### config.mk
export PLATFORM = sky130hd
export DESIGN_NAME = spram_param_ctrl
export DESIGN_NICKNAME = d
export VERILOG_FILES = /design/src/rtl/spram_param_ctrl.sv
export SDC_FILE = /design/constraint.sdc
export NUM_CORES = 2
export LEC_CHECK = 0
export CAP_MARGIN = 20
export CORE_MARGIN = 2
export CORE_UTILIZATION = 38
export DETAILED_ROUTE_END_ITERATION = 6
export PLACE_DENSITY = 0.61
export SYNTH_ARGS = -nofsm -noshare
export SYNTH_HDL_FRONTEND = slang
export SYNTH_SLANG_ARGS = --single-unit
### constraint.sdc
create_clock -name clk -period 5.3 [get_ports clk]
set_input_delay 0.795 -clock clk [delete_from_list [all_inputs] [get_ports clk]]
set_output_delay 0.795 -clock clk [all_outputs]
set_load 0.01 [all_outputs]
### src/rtl/spram_param_ctrl.sv
// Parametrised single-port synchronous RAM with byte strobes, selectable
// read-during-write behaviour, registered read and a fill-value clear engine.
module spram_param_ctrl #(
  parameter int unsigned        DATA_W         = 32,
  parameter int unsigned        ADDR_W         = 6,
  parameter int unsigned        DEPTH          = 64,
  parameter int unsigned        RDW_MODE       = 0,
  parameter bit                 CLEAR_ON_RESET = 1'b1,
  parameter logic [DATA_W-1:0]  FILL_VALUE     = '0
) (
  input  logic                  clk,
  input  logic                  reset,
  input  logic                  en,
  input  logic                  we,
  input  logic [ADDR_W-1:0]     addr,
  input  logic [DATA_W-1:0]     wdata,
  input  logic [DATA_W/8-1:0]   wstrb,
  input  logic                  clear_req,
  output logic [DATA_W-1:0]     rdata,
  output logic                  rvalid,
  output logic                  ready,
  output logic                  err
);

  localparam int unsigned       STRB_W   = DATA_W / 8;
  localparam logic [ADDR_W:0]   DEPTH_W  = (ADDR_W + 1)'(DEPTH);
  localparam logic [ADDR_W-1:0] LAST_PTR = ADDR_W'(DEPTH - 1);

  typedef enum logic {
    ST_CLEAR = 1'b0,
    ST_IDLE  = 1'b1
  } state_t;

  state_t              state_r;
  logic [ADDR_W-1:0]   ptr_r;
  logic [DATA_W-1:0]   mem_r [DEPTH];
  logic [DATA_W-1:0]   rdata_r;
  logic                rvalid_r;
  logic                err_r;

  logic                ready_s;
  logic                in_range_s;
  logic                mem_we_s;
  logic [ADDR_W-1:0]   mem_addr_s;
  logic [DATA_W-1:0]   mem_wdata_s;
  logic [DATA_W-1:0]   old_word_s;
  logic [DATA_W-1:0]   merged_s;

  function automatic logic [DATA_W-1:0] merge_bytes(
    input logic [DATA_W-1:0] old_w,
    input logic [DATA_W-1:0] new_w,
    input logic [STRB_W-1:0] strb
  );
    logic [DATA_W-1:0] res;
    res = old_w;
    for (int i = 0; i < int'(STRB_W); i++) begin
      if (strb[i]) begin
        res[8*i +: 8] = new_w[8*i +: 8];
      end
    end
    return res;
  endfunction

  // Access decode and the single memory write port (sweep has priority)
  always_comb begin
    ready_s     = (state_r == ST_IDLE) && !reset;
    in_range_s  = ({1'b0, addr} < DEPTH_W);
    old_word_s  = mem_r[addr];
    merged_s    = merge_bytes(old_word_s, wdata, wstrb);
    mem_we_s    = 1'b0;
    mem_addr_s  = addr;
    mem_wdata_s = merged_s;
    if ((state_r == ST_CLEAR) && !reset) begin
      mem_we_s    = 1'b1;
      mem_addr_s  = ptr_r;
      mem_wdata_s = FILL_VALUE;
    end else if (ready_s && en && we && in_range_s && !clear_req) begin
      mem_we_s    = 1'b1;
      mem_addr_s  = addr;
      mem_wdata_s = merged_s;
    end else begin
      mem_we_s    = 1'b0;
    end
  end

  // Storage array; no reset so it maps onto RAM macros
  always_ff @(posedge clk) begin
    if (mem_we_s) begin
      mem_r[mem_addr_s] <= mem_wdata_s;
    end
  end

  // Controller state, clear pointer and registered read/error outputs
  always_ff @(posedge clk) begin
    if (reset) begin
      state_r  <= CLEAR_ON_RESET ? ST_CLEAR : ST_IDLE;
      ptr_r    <= '0;
      rdata_r  <= '0;
      rvalid_r <= 1'b0;
      err_r    <= 1'b0;
    end else begin
      rvalid_r <= 1'b0;
      err_r    <= 1'b0;
      case (state_r)
        ST_CLEAR: begin
          if (ptr_r == LAST_PTR) begin
            state_r <= ST_IDLE;
            ptr_r   <= '0;
          end else begin
            ptr_r   <= ptr_r + ADDR_W'(1);
          end
        end
        ST_IDLE: begin
          if (clear_req) begin
            state_r <= ST_CLEAR;
            ptr_r   <= '0;
          end else if (en) begin
            if (!in_range_s) begin
              err_r <= 1'b1;
            end else if (!we) begin
              rdata_r  <= old_word_s;
              rvalid_r <= 1'b1;
            end else if (RDW_MODE == 32'd1) begin
              rdata_r  <= old_word_s;
              rvalid_r <= 1'b1;
            end else if (RDW_MODE == 32'd2) begin
              rdata_r  <= merged_s;
              rvalid_r <= 1'b1;
            end else begin
              rdata_r  <= rdata_r;
            end
          end
        end
        default: begin
          state_r <= ST_IDLE;
          ptr_r   <= '0;
        end
      endcase
    end
  end

  assign rdata  = rdata_r;
  assign rvalid = rvalid_r;
  assign err    = err_r;
  assign ready  = ready_s;

endmodule
## After elaboration in Yosys (flattened, before gate mapping)

Memory sizes are Yosys's and may differ from the RTL's.
Index checks and enable logic that the tools add are counted.

- Add/subtract/negate cells: 1
- Multipliers: 0
- Div/mod/pow operators: 0
- Magnitude comparators: 0
- Eq/ne operators: 2
- Shifts and indexed selects: 0
- Muxes and demuxes: 17
- Bitwise operators: 4
- Reductions and logical operators: 9

Operators with widths:

| kind | number |
|---|---|
| $mux 32 | 1 |
| $mux 8 | 4 |
| $mux 6 | 3 |
| $pmux 6 s2 | 1 |
| $mux 1 | 7 |
| $add 6x1->6 const B | 1 |
| $eq 6x6->1 const B | 1 |
| $logic_and 1x1->1 | 5 |
| $not 1->1 | 4 |
| $reduce_and 4->1 | 1 |
| $reduce_or 4->1 | 1 |
| $logic_not 1->1 | 2 |
| $ne 2x2->1 const B | 1 |
| $pmux 1 s2 | 1 |

- Register bits after elaboration: 40
- Latch bits: 0
- Memory bits (writable): 2048
- ROM bits: 0
- Input bits: 47
- Output and inout port bits: 35
- Word-level logic and storage cells: 38
- Memories: 1

Memory list:

| memory | words | width | read ports | clocked after Yosys merged registers in | wr ports | line | RTL |
|---|---|---|---|---|---|---|---|
| mem_r | 64 | 32 | 1 | 0 | 1 | 36 | `logic [DATA_W-1:0] mem_r [DEPTH];` |

## Logic depth before layout (Yosys ltp)

- Depth in word-level cells: 9
- Depth in mapped cells: 9
- Mapped depth without buffers: 6

## Worst setup path before layout

Ideal clock, no wire load.

- Kind: input to register
- Start: input port addr[3]
- End: memory mem_r[0][9] (data pin)
- Library setup time: 719 ps
- Arrival time: 4833 ps
- Data required time: 4581 ps
- Path slack: -252 ps
- Cell stages on the path: 8
- Path buffers: 3
- Path through: buf_2 or4b_4 buf_6 buf_2 o22ai_1 nor2_1 and4_1 o31ai_1

- Word-level cells in the longest chain between the ends: 3

RTL lines:

| item | line | RTL |
|---|---|---|
| start: declaration | 15 | `input logic [ADDR_W-1:0] addr,` |
| $mem_v2 64x32 | - |  |
| $mux 8 | 57 | `if (strb[i]) begin` |
| $mux 32 | 73 | `if ((state_r == ST_CLEAR) && !reset) begin` |
| named net mem_wdata_s[9] | 45 | `logic [DATA_W-1:0] mem_wdata_s;` |
| end: declaration | 36 |  |

The timed path passes the listed nets, and every way through them passes these cells.

## Worst setup path after layout

- Start: input port addr[1]
- End: memory mem_r[10][14] (data pin)

The elaborated chain is that of the path after synthesis.

==> results.ini <==
[drt]
ant_nets = 0
wl_um = 242000
route.detailed.drc = 0
vias_per_cell = 5.79
num_vias = 45120
wl_per_cell_um = 31.1
drt_iter0_markers = 5590
first_pass_iters = 6

[global_routing]
grt_pass1_vias = 43612
met2_usage_pct = 35.5
grt_max_degree = 108
top_usage_layer = met2
antenna_found_initial = 9
grt_pass1_wl_um = 337000
use_met3_pct = 3.59
grtUsageTotal_pct = 21.8
overflow = 0
use_met1_pct = 29.8

[critical_path]
crit_path_start_kind = input port
arrival_ps = 4170
crit_type = input port to flop
crit_slowest_cell = o31ai_4
crit_path_end_kind = flop
crit_fanout = 64
required_ps = 5880
cpMostUsedCell = buf_4
max_stage_delay_ps = 620
cp_cell_sequence = buf_8, buf_12, buf_4, mux2i_1, a22oi_1, nand4_1, and4_1, o31ai_4, buf_4

[worst_hold_path]
hp-class = flop to flop

[clocking]
clock_latency_ps = 880
postCtsSetupRepairBufs = 0
cts_resized = 0
cts.path.max_buffers = 3
clkSinkCount = 2088
clkTransAtPathRegs_ps = 60
cts_made_buffers = 204
htreeDepth = 4
cts_tree = built
ctsHoldBuffers = 0
clockRootBuffer = clkbuf_16

[logic_synthesis]
synth_cells = 4493
ys_ff_latch = 2088
yosysWarningCount = 0
synth_top_cell_by_area = edfxtp_1
ys_types = 61
async_flop_share_pct = 0
syn_area_um2 = 81500
synth.avg_cell_area_um2 = 18.1
synth-edff-count = 2048
yosysTopAreaCellShare_pct = 75.5
yosysMostFrequentCell = edfxtp_1
synth.area.top_cells = edfxtp_1 75%, mux2i_1 9.4%, mux4_2 2.8%, a22oi_1 1.3%, o22ai_1 1.1%
ys.flop_type = edfxtp_1
synth_common_cells = 2048 x edfxtp_1, 766 x mux2i_1, 160 x nor2_1
syn-num-nets = 4541
ys_seq_area_share_pct = 76.5

[power_and_ir_drop]
ir_worst_vdd_mv = 0.341
leakagePower_nw = 31.8
power.density_nw_per_um2 = 367

[cells_and_area]
nets = 4843
drive_above_1_share_pct = 17.4
fin_cells = 7787
post-route-cell-area_um2 = 94900
fillCellCount = 18134
synthToLayoutAreaGrowth_pct = 16.5

[sta]
period_minus_slack_ps = 3590
whs_ps = 514
tightest_slew_ps = 1160
setup_tns_ps = 0
max_slew_margin_pct = 22.2
rsz0062_at_grt = false
setup_viol = 0
maxSlewViolCount = 0
period_share_pct = 67.7
fin_ws_ps = 1710
fin_worst_skew_ps = 54.6
fmax_mhz = 279
hold_viol_final = 0

[placed_design]
dp_cells = 7406
hpwl_um = 142000
place_area_um2 = 88200
portBuffers = 80
pre_cts_slack_ps = 785
gp_congestion = 0.842

[die]
die_area_um2 = 218000
initial_core_util_pct = 38.3
fp.dieH_um = 467
ios = 82
core_region_area_um2 = 213000
num_rows = 169
die_w_um = 467

[run_status]
status = finished clean

[job]
cap_viol_max_count = 0

-- kinds of logic after synthesis --
kind of cell	share of synthesized area, %
AO/OA/AOI/OAI	4.69
adder cells (fa/ha/maj)	0.0154
buffers and inverters	1.70
flip-flops	76.5
multiplexers	13.1
other	0.00460
AND/OR/NAND/NOR	4.00
-- layout by cell type (no fill, tap or decap), types with 6 or more instances in the layout --
cell type	netlist	final
a21o_1	6	6
mux4_2	101	101
nor2_1	160	94
buf_12	0	51
clkbuf_8	0	11
nand3_1	115	115
o21ai_0	59	59
clkinv_1	0	41
clkinv_2	0	29
nor2b_1	13	10
clkbuf_16	0	204
bufinv_16	0	16
clkdlybuf4s50_1	0	73
nand2_1	140	140
o221ai_1	8	8
o31ai_4	0	30
a22oi_1	141	141
clkbuf_1	101	56
nand2b_1	16	15
mux2_2	67	67
nand4_1	30	30
nor3_1	49	49
a211oi_2	6	6
a21oi_1	59	59
buf_8	0	6
nand3b_1	35	35
o31ai_1	59	29
dfxtp_1	40	40
a22o_1	35	35
and4_1	48	48
buf_4	36	230
a211oi_1	13	13
clkinv_16	0	7
a221o_1	6	6
nor2_4	0	66
edfxtp_1	2048	2048
o22ai_1	139	139
mux2i_1	766	766
a31oi_1	14	12
-- layout make-up --
cell class	count	area, um^2	share of cell area, %
antenna	1	2.50	0.00264
multi-input combinational	2130	18800	19.8
clock inverter	106	1170	1.23
clock buffer	270	5450	5.75
tap	2821	3530	3.72
sequential	2088	62300	65.7
inverter	4	15.0	0.0158
timing repair buffer	367	3620	3.81
-- registers in the layout, indices dropped and copies added (netlist names) --
signal,count
ptr_r,6
rdata,32
rvalid,1
mem_r,2048
state_r,1
-- where the power goes --
| part | internal [W] | switching (W) |
|---|---|---|
| combinational | 0.000622 | 0.00142 |
| sequential | 0.0184 | 0.0000207 |
| clock | 0.00806 | 0.00627 |
-- layer usage --
metal  routed length (um)  vias up
met3                19900      393
li1                     -    18714
met2               116000     2197
met4                 8310        2
met1                97800    23814
met5                   13        -
-- critical path: cells and delay by family --
kind                   cells  cell delay [ps]
buffers and inverters      4             1750
AOI/OAI and AO/OA          2              820
and+or+nand+nor            2              520
muxes                      1              120
-- stage by stage --
step           power, W  util [%]
3_5_place_dp     0.0208      41.5
3_3_place_gp     0.0207      41.5
4_1_cts          0.0349      44.6
6_report         0.0348      44.6
5_1_grt          0.0357      44.6
2_1_floorplan    0.0199         -
-- worst paths after layout --
path                            startpoint            end  depth (start not counted)  slack, ps
worst max-delay path               addr[1]  mem_r[10][14]                          9       1710
worst min-delay path              rdata[0]       rdata[0]                          2        510
worst max register to register     state_r    mem_r[6][8]                          5       1720
worst min register to register    rdata[0]       rdata[0]                          2        510
Note: power is estimated with default switching activity, not from simulation.
